**config.mk**
```make
export PLATFORM = sky130hd
export DESIGN_NAME = cache_mem_arbiter
export DESIGN_NICKNAME = d
export VERILOG_FILES = /design/src/rtl/cache_mem_arbiter.sv
export SDC_FILE = /design/constraint.sdc
export NUM_CORES = 1
export LEC_CHECK = 0
export CAP_MARGIN = 10
export CORE_MARGIN = 5
export CORE_UTILIZATION = 48
export CTS_CLUSTER_DIAMETER = 60
export DETAILED_ROUTE_END_ITERATION = 10
export DONT_BUFFER_PORTS = 1
export PLACE_DENSITY = 0.69
export SETUP_SLACK_MARGIN = 0.3
export SLEW_MARGIN = 30
export SYNTH_ARGS = -nofsm -noshare
export SYNTH_HDL_FRONTEND = slang
export SYNTH_SLANG_ARGS = --single-unit
```
**constraint.sdc**
```tcl
create_clock -name clk -period 1.5 [get_ports clk]
set_input_delay 0.15 -clock clk [delete_from_list [all_inputs] [get_ports clk]]
set_output_delay 0.15 -clock clk [all_outputs]
set_load 0.05 [all_outputs]
```
**src/rtl/cache_mem_arbiter.sv**
```systemverilog
// Shares one memory port between I-cache line fills, D-cache line fills and
// D-cache write-through stores.
//   clk, rst_n              : clock, synchronous active-low reset
//   i_req/i_addr            : I-cache miss request (held until i_done)
//   d_req/d_addr            : D-cache miss request (held until d_done)
//   wt_req/wt_addr/wt_data  : write-through store (held until wt_ack)
//   mem_en/mem_wr/mem_addr/mem_wdata, mem_valid/mem_rdata : memory port
//   fill_we/fill_sel/fill_word/fill_data, fill_tag_we     : line-fill writes
//   i_done/d_done/wt_ack    : completion pulses
//   i_busy/d_busy           : combinational pipeline stalls
module cache_mem_arbiter #(
  parameter int MEM_LATENCY = 4,
  parameter int LINE_WORDS  = 8
) (
  input  logic        clk,
  input  logic        rst_n,
  input  logic        i_req,
  input  logic [15:0] i_addr,
  input  logic        d_req,
  input  logic [15:0] d_addr,
  input  logic        wt_req,
  input  logic [15:0] wt_addr,
  input  logic [15:0] wt_data,
  output logic        mem_en,
  output logic        mem_wr,
  output logic [15:0] mem_addr,
  output logic [15:0] mem_wdata,
  input  logic        mem_valid,
  input  logic [15:0] mem_rdata,
  output logic        fill_we,
  output logic        fill_sel,
  output logic [2:0]  fill_word,
  output logic [15:0] fill_data,
  output logic        fill_tag_we,
  output logic        i_done,
  output logic        d_done,
  output logic        wt_ack,
  output logic        i_busy,
  output logic        d_busy
);

  localparam int unsigned WW = 3;
  localparam logic [WW-1:0] LAST_WORD = WW'(LINE_WORDS - 1);
  localparam logic [15:0] LINE_MASK = 16'hFFF0;

  // This revision supports 8-word lines and a non-zero memory latency only.
  if (LINE_WORDS != 8 || MEM_LATENCY < 1) begin : g_param_check
    $error("cache_mem_arbiter: unsupported LINE_WORDS/MEM_LATENCY");
  end

  typedef enum logic [2:0] {
    S_IDLE  = 3'd0,
    S_ISSUE = 3'd1,
    S_WAIT  = 3'd2,
    S_DONE  = 3'd3,
    S_WRITE = 3'd4
  } state_e;

  state_e        state_q, state_d;
  logic [WW-1:0] issue_cnt_q, issue_cnt_d;
  logic [WW-1:0] ret_cnt_q, ret_cnt_d;
  logic [15:0]   base_q, base_d;
  logic          fill_sel_q, fill_sel_d;
  logic          starve_q, starve_d;

  logic          accept_c;
  logic          d_wins_c;

  // A return is only taken while a fill is outstanding; the state leaves
  // ISSUE/WAIT on the 8th return, so later returns fall outside the window.
  assign accept_c = mem_valid && (state_q == S_ISSUE || state_q == S_WAIT);

  // D wins outright if it was already waiting when the previous grant was made.
  assign d_wins_c = d_req && (starve_q || (!i_req && !wt_req));

  // State and datapath registers.
  always_ff @(posedge clk) begin
    if (!rst_n) begin
      state_q     <= S_IDLE;
      issue_cnt_q <= '0;
      ret_cnt_q   <= '0;
      base_q      <= '0;
      fill_sel_q  <= 1'b0;
      starve_q    <= 1'b0;
    end else begin
      state_q     <= state_d;
      issue_cnt_q <= issue_cnt_d;
      ret_cnt_q   <= ret_cnt_d;
      base_q      <= base_d;
      fill_sel_q  <= fill_sel_d;
      starve_q    <= starve_d;
    end
  end

  // Next-state and datapath update.
  always_comb begin
    state_d     = state_q;
    issue_cnt_d = issue_cnt_q;
    ret_cnt_d   = ret_cnt_q;
    base_d      = base_q;
    fill_sel_d  = fill_sel_q;
    starve_d    = starve_q;

    unique case (state_q)
      S_IDLE: begin
        issue_cnt_d = '0;
        ret_cnt_d   = '0;
        if (d_wins_c) begin
          base_d     = d_addr & LINE_MASK;
          fill_sel_d = 1'b1;
          starve_d   = 1'b0;
          state_d    = S_ISSUE;
        end else if (i_req) begin
          base_d     = i_addr & LINE_MASK;
          fill_sel_d = 1'b0;
          starve_d   = d_req;
          state_d    = S_ISSUE;
        end else if (wt_req) begin
          starve_d   = d_req;
          state_d    = S_WRITE;
        end
      end
      S_ISSUE: begin
        issue_cnt_d = issue_cnt_q + WW'(1);
        if (issue_cnt_q == LAST_WORD) state_d = S_WAIT;
      end
      S_WAIT:  state_d = S_WAIT;
      S_DONE:  state_d = S_IDLE;
      S_WRITE: state_d = S_IDLE;
      default: state_d = S_IDLE;
    endcase

    // Returns can land in ISSUE (short latency) or WAIT; the last one ends the fill.
    if (accept_c) begin
      ret_cnt_d = ret_cnt_q + WW'(1);
      if (ret_cnt_q == LAST_WORD) state_d = S_DONE;
    end
  end

  // Output decode.
  always_comb begin
    mem_en      = 1'b0;
    mem_wr      = 1'b0;
    mem_addr    = '0;
    mem_wdata   = '0;
    fill_we     = accept_c;
    fill_sel    = fill_sel_q;
    fill_word   = '0;
    fill_data   = '0;
    fill_tag_we = 1'b0;
    i_done      = 1'b0;
    d_done      = 1'b0;
    wt_ack      = 1'b0;

    if (accept_c) begin
      fill_word = ret_cnt_q;
      fill_data = mem_rdata;
    end

    unique case (state_q)
      S_ISSUE: begin
        mem_en   = 1'b1;
        mem_addr = 16'(base_q + 16'({issue_cnt_q, 1'b0}));
      end
      S_WRITE: begin
        mem_en    = 1'b1;
        mem_wr    = 1'b1;
        mem_addr  = wt_addr;
        mem_wdata = wt_data;
        wt_ack    = 1'b1;
      end
      S_DONE: begin
        fill_tag_we = 1'b1;
        i_done      = !fill_sel_q;
        d_done      = fill_sel_q;
      end
      default: ;
    endcase
  end

  assign i_busy = i_req & ~i_done;
  assign d_busy = (d_req & ~d_done) | (wt_req & ~wt_ack);

endmodule
```
==> flow_summary_export.csv, run 1 <==
group,metric,value,unit
synthesis,synth-main-ff-cell,"dfxtp_1",
floorplanning,io_pins,147,
route,drtPass1Iterations,5,
clock_tree,cts_root_buf,"clkbuf_4",
sta,finalHoldViolations,1,
floorplanning,rows,20,
power_and_ir_drop,switching_share,39.6,%
route,vias,1918,
sta,fin_ws,-270,ps
synthesis,synth_seq_area_share,29.5,%
synthesis,yosysWarnings,0,
synthesis,synth-compound-area-share,25.6,%
min_path,hold_class,"input port to flop",
route,vias_per_cell,6.46,
min_path,min_from,"d_addr[13]",
synthesis,ys_types,34,
layout,final_area,2780,um2
critical_path,startpoint_type,"flop",
synthesis,synth.avg_cell_area,7.73,um2
placement,dp_hpwl,4430,um
synthesis,synth_top_family_by_area,"simple AND/OR/NAND/NOR gates",
power_and_ir_drop,cellInternalPower,1.11,mW
floorplanning,dieArea,4490,um2
sta,tightest_slew,568,ps
sta,rsz0062_at_grt,"yes",
critical_path,worstPathMaxFanout,9,
sta,slew_violations,0,
sta,slew_headroom,62.1,%
outcome,violations,"hold timing, setup timing",
clock_tree,clock_latency,310,ps
sta,finalSetupViolCount,65,
placement,portBuffers,0,
critical_path,r2r-start,"starve_q",
clock_tree,numCtsBuffers,3,
floorplanning,fp.dieW,67.0,um
synthesis,async_flop_share,0,%
power_and_ir_drop,p_seq_share,38.4,%
sta,fmax,565,MHz
layout,syn_to_final_growth,78.3,%
critical_path,reg2reg_slack,-100,ps
layout,diodes,0,
layout,drive_above_1_share,52.6,%
layout,fin_nets,344,
clock_tree,clk_transition_reported_paths,140,ps
clock_tree,cts.sinks,23,
critical_path,cp.required,1350,ps
placement,gp_congestion,0.775,
synthesis,ys_ff_latch,23,
power_and_ir_drop,switching_power,0.724,mW
grt,grt_max_degree,18,
grt,track_usage,27.5,%
route,drc,0,
synthesis,synth.net_count,292,
synthesis,synth.cell_area,1560,um2
route,first_iter_violations,147,
synthesis,synth_edf_count,0,
placement,placed_area,2060,um2
route,wl_per_cell,24.7,um
floorplanning,initial_core_util,50.7,%
sta,post-route-period-util,118,%
layout,final_core_utilization,90.4,%
clock_tree,cts_tree,"yes",
placement,place_ws,-34.8,ps
critical_path,arrival,1620,ps
route,totalWireLength,7330,um
power_and_ir_drop,combPwrFrac,44.9,%
sta,fin_skew,1.33,ps
power_and_ir_drop,leakagePower,1.17,nW
floorplanning,die_h,67.0,um
synthesis,synthCells,202,
critical_path,worstSetupPathType,"flop to primary output",
power_and_ir_drop,ir_drop,0.594,mV
grt,antenna_found_initial,0,
run,cap_violations,0,
sta,hold_ws,-7.91,ps
synthesis,synth_fa_ha_area_share,3.21,%
power_and_ir_drop,p_clk_share,16.7,%
route,antenna_left,0,
grt,first_global_vias,1900,
layout,fill_cells,130,
power_and_ir_drop,p_per_area,658,nW/um2
synthesis,yosys.area_share.simple,33.3,%
synthesis,synth-xor-area-share,0.561,%
clock_tree,clockBufferDepth,2,
critical_path,crit_path_end_kind,"primary output",
sta,period_needed,1770,ps
grt,grt_overflow_total,0,
critical_path,crit_start,"state_q[1]",
floorplanning,core_area,3080,um2
grt,grt_pass1_wl,9460,um
synthesis,synth_mux_area_share,0.721,%
clock_tree,htree_levels,1,
outcome,outcome,"finished, violations left",
## state kept, by name (all words and copies together), names as in the netlist
register     cells
base_q          12
fill_sel         1
starve_q         1
state_q          3
issue_cnt_q      3
ret_cnt_q        3
## layout make-up
cell class	count	area, um2	share of cell area [%]
multi-input combinational	157	1390	49.8
timing repair buffer	65	822	29.5
sequential	23	478	17.2
tap	44	55.1	1.98
clock buffer	4	26.3	0.944
inverter	4	15.0	0.539
## timing repair
item | 4_1_cts | 5_1_grt
endpoints found under the setup margin | 81 | 84
setup buffers | 9 | 4
resized for setup | 36 | 25
cloned | 3 | 3
endpoints found under the hold margin | 10 | 1
hold buffers | 20 | 1
pin swaps | 19 | 15
## final timing paths
check / end / depth (start not counted)
max: mem_wdata[10] / 5
min: base_q[13] / 2
max reg2reg: base_q[12] / 5
min reg2reg: issue_cnt_q[1] / 2
## cell usage after synthesis, drive strengths merged, types with 2 or more instances
cell type | number | share of area [%]
and2 | 39 | 16
nand2b | 2 | 0.80
clkbuf | 7 | 1.8
dfxtp | 23 | 29
inv | 4 | 0.96
nor3b | 2 | 2.0
nand2 | 30 | 7.2
nor2 | 6 | 1.4
buf | 11 | 4.4
a22o | 15 | 8.4
nand3 | 2 | 0.64
nand3b | 2 | 0.96
ha | 4 | 3.2
o21ai | 4 | 1.3
nor3 | 6 | 2.6
a21oi | 21 | 6.7
or3 | 2 | 0.80
a311oi | 12 | 6.7
## routing by layer
layer	vias to the layer above	global-route usage [%]	routed length (um)
li1	819	-	-
met1	891	29.7	2320
met2	168	50.6	3770
met3	40	7.42	900
met4	0	9.62	337
met5	-	0	0
## power groups by stage
stage               sequential [mW]  clock [mW]  combinational (mW)
global route                  0.707       0.326               0.855
finish                        0.703       0.306               0.822
detailed placement            0.713           0               0.620
global placement              0.710           0               0.611
CTS                           0.699       0.300               0.743
floorplan                     0.703           0               0.529
## per-stage QoR
| step | power [mW] | instances | TNS (ps) |
|---|---|---|---|
| floorplan | 1.23 | 202 | -680 |
| global placement | 1.32 | 253 | -2.03 |
| detailed placement | 1.33 | 253 | -276 |
| CTS | 1.74 | 289 | -13370 |
| global route | 1.89 | 297 | -17310 |
| finish | 1.83 | 297 | -14370 |
## logic make-up after synthesis
family | Yosys count
simple gates | 94
compound gates | 57
flops | 23
buf+inv | 22
fa+ha+maj | 4
xor+xnor | 1
mux | 1
## worst max-delay path, stage by stage (launching register included)
cell	delay, ps
dfxtp_4	410
buf_12	130
nor3b_4	220
buf_6	160
buf_16	140
and2_4	240
## layout by cell type, fill, tap and decap left out, types with 5 or more instances in the layout
cell type / count
and2_4: 38
buf_6: 11
buf_4: 16
a21oi_1: 19
dfxtp_2: 5
a22o_4: 15
buf_12: 9
dfxtp_1: 15
a311oi_1: 12
nand2_1: 29
dlygate4sd3_1: 21
(Power assumes the default switching activity.)
==> run 2: changes to the inputs <==
--- a/config.mk
+++ b/config.mk
@@ -7,11 +7,11 @@
 export LEC_CHECK = 0
 export CAP_MARGIN = 10
 export CORE_MARGIN = 5
-export CORE_UTILIZATION = 48
+export CORE_UTILIZATION = 50
 export CTS_CLUSTER_DIAMETER = 60
 export DETAILED_ROUTE_END_ITERATION = 10
 export DONT_BUFFER_PORTS = 1
-export PLACE_DENSITY = 0.69
+export PLACE_DENSITY = 0.71
 export SETUP_SLACK_MARGIN = 0.3
 export SLEW_MARGIN = 30
 export SYNTH_ARGS = -nofsm -noshare
==> flow_summary_export.csv, run 2 (synthesized netlist as in run 1, its figures left out) <==
group,metric,value,unit
power_and_ir_drop,p_per_area,678,nW/um2
grt,grt_pass1_wl,9960,um
grt,grt_overflow_total,0,
min_path,hold_class,"input port to flop",
outcome,outcome,"finished, violations left",
layout,final_area,2920,um2
grt,antenna_found_initial,0,
route,wl_per_cell,32.1,um
layout,layout_commonest_cell,"and2_4",
route,vias_per_cell,7.20,
layout,final_cell_mix,"and2_4 (40), nand2_1 (27), buf_6 (21), dlygate4sd3_1 (20), buf_4 (18)",
floorplanning,fp.dieW,65.9,um
critical_path,startpoint_type,"flop",
clock_tree,cts.sinks,23,
layout,fill_cells,57,
layout,fin_nets,354,
layout,largest_reg_flops,12,
power_and_ir_drop,ir_drop,0.695,mV
layout,multiInputGateArea,1460,um2
clock_tree,clock_latency,330,ps
floorplanning,core_area,3030,um2
floorplanning,initial_core_util,51.6,%
placement,dp_hpwl,4460,um
clock_tree,cts_root_buf,"clkbuf_4",
layout,final_core_utilization,96.4,%
critical_path,crit_path_end_kind,"primary output",
critical_path,cp.required,1350,ps
critical_path,worstSetupPathType,"flop to primary output",
route,totalWireLength,9860,um
critical_path,critPathMaxStageDelay,410,ps
sta,rsz0062_at_grt,"yes",
floorplanning,dieArea,4340,um2
min_path,min_path_cells,2,
sta,fmax,531,MHz
layout,drive_above_1_share,58.6,%
critical_path,worstPathMaxFanout,8,
layout,syn_to_final_growth,86.9,%
sta,finalSetupViolCount,77,
route,drc,0,
sta,hold_ws,25.5,ps
route,first_iter_violations,393,
clock_tree,cts_tree,"yes",
critical_path,reg2reg_depth,5,
layout,area.sequential,477,um2
grt,grt_max_degree,24,
route,vias,2210,
layout,regMostFlops,"base_q",
clock_tree,htree_levels,1,
clock_tree,numCtsBuffers,3,
route,antenna_left,0,
clock_tree,clockBufferDepth,2,
placement,gp_congestion,0.829,
critical_path,cp_slowest_cell,"dfxtp_4",
critical_path,arrival,1730,ps
run,cap_violations,0,
power_and_ir_drop,leakagePower,1.24,nW
sta,fin_skew,1.71,ps
placement,placed_area,2090,um2
clock_tree,clk_transition_reported_paths,140,ps
sta,post-route-period-util,125,%
sta,fin_ws,-382,ps
sta,slew_headroom,69.5,%
sta,finalHoldViolations,0,
layout,diodes,0,
grt,first_global_vias,1940,
critical_path,crit_chain,"buf_4 -> nor3_4 -> buf_12 -> a22o_4 -> buf_12",
sta,slew_violations,0,
outcome,violations,"setup timing",
placement,place_ws,-56.3,ps
sta,period_needed,1880,ps
grt,track_usage,30.2,%
floorplanning,rows,20,
sta,tightest_slew,458,ps
route,drtPass1Iterations,6,
floorplanning,io_pins,147,
placement,portBuffers,0,
floorplanning,die_h,65.9,um
critical_path,crit_top_cell,"buf_12",
run 2: critical path, delay by kind of cell (launching register included):
kind	cells	cell delay, ps
simple gates	1	360
flops	1	410
compound gates	1	150
buf+inv	3	470
run 2: final cells by class:
class / count / area share, %
sequential: 23 / 16.3
multi-input combinational: 158 / 49.9
inverter: 4 / 0.600
clock buffer: 3 / 0.772
tap: 44 / 1.89
clock inverter: 1 / 0.171
timing repair buffer: 74 / 30.4
run 2: path summary, 6_finish.rpt:
check                                    start              to  slack [ps]
worst max-delay path                state_q[1]     mem_addr[5]        -380
worst min-delay path                 i_addr[6]       base_q[6]          30
worst max register to register        starve_q       base_q[5]        -290
worst min register to register  issue_cnt_q[1]  issue_cnt_q[1]         510
run 2: through the flow:
step           TNS (ps)  power (mW)  cells
6_report         -21090        1.98    307
4_1_cts          -13110        1.76    294
5_1_grt          -24000        2.02    307
2_1_floorplan      -680        1.23    202
3_5_place_dp       -257        1.35    256
3_3_place_gp          0        1.33    256
run 2: per-layer routing:
metal	global-route usage (%)	wire length, um
met4	14.5	801
met5	0	0
met2	54.9	4500
met3	8.16	1450
met1	31.7	3110
run 2: power breakdown:
part           total (mW)  internal [mW]  switching (mW)
Clock               0.310          0.100           0.210
Sequential          0.714          0.656          0.0579
Combinational       0.956          0.393           0.562
run 2: repair_timing:
action / CTS / global route
buffers inserted: 11 / 9
gates cloned: 3 / 4
hold buffers: 20 / 0
resized for setup: 43 / 43
setup endpoints to repair: 81 / 83
pin swaps: 25 / 32
endpoints found under the hold margin: 11 / 0
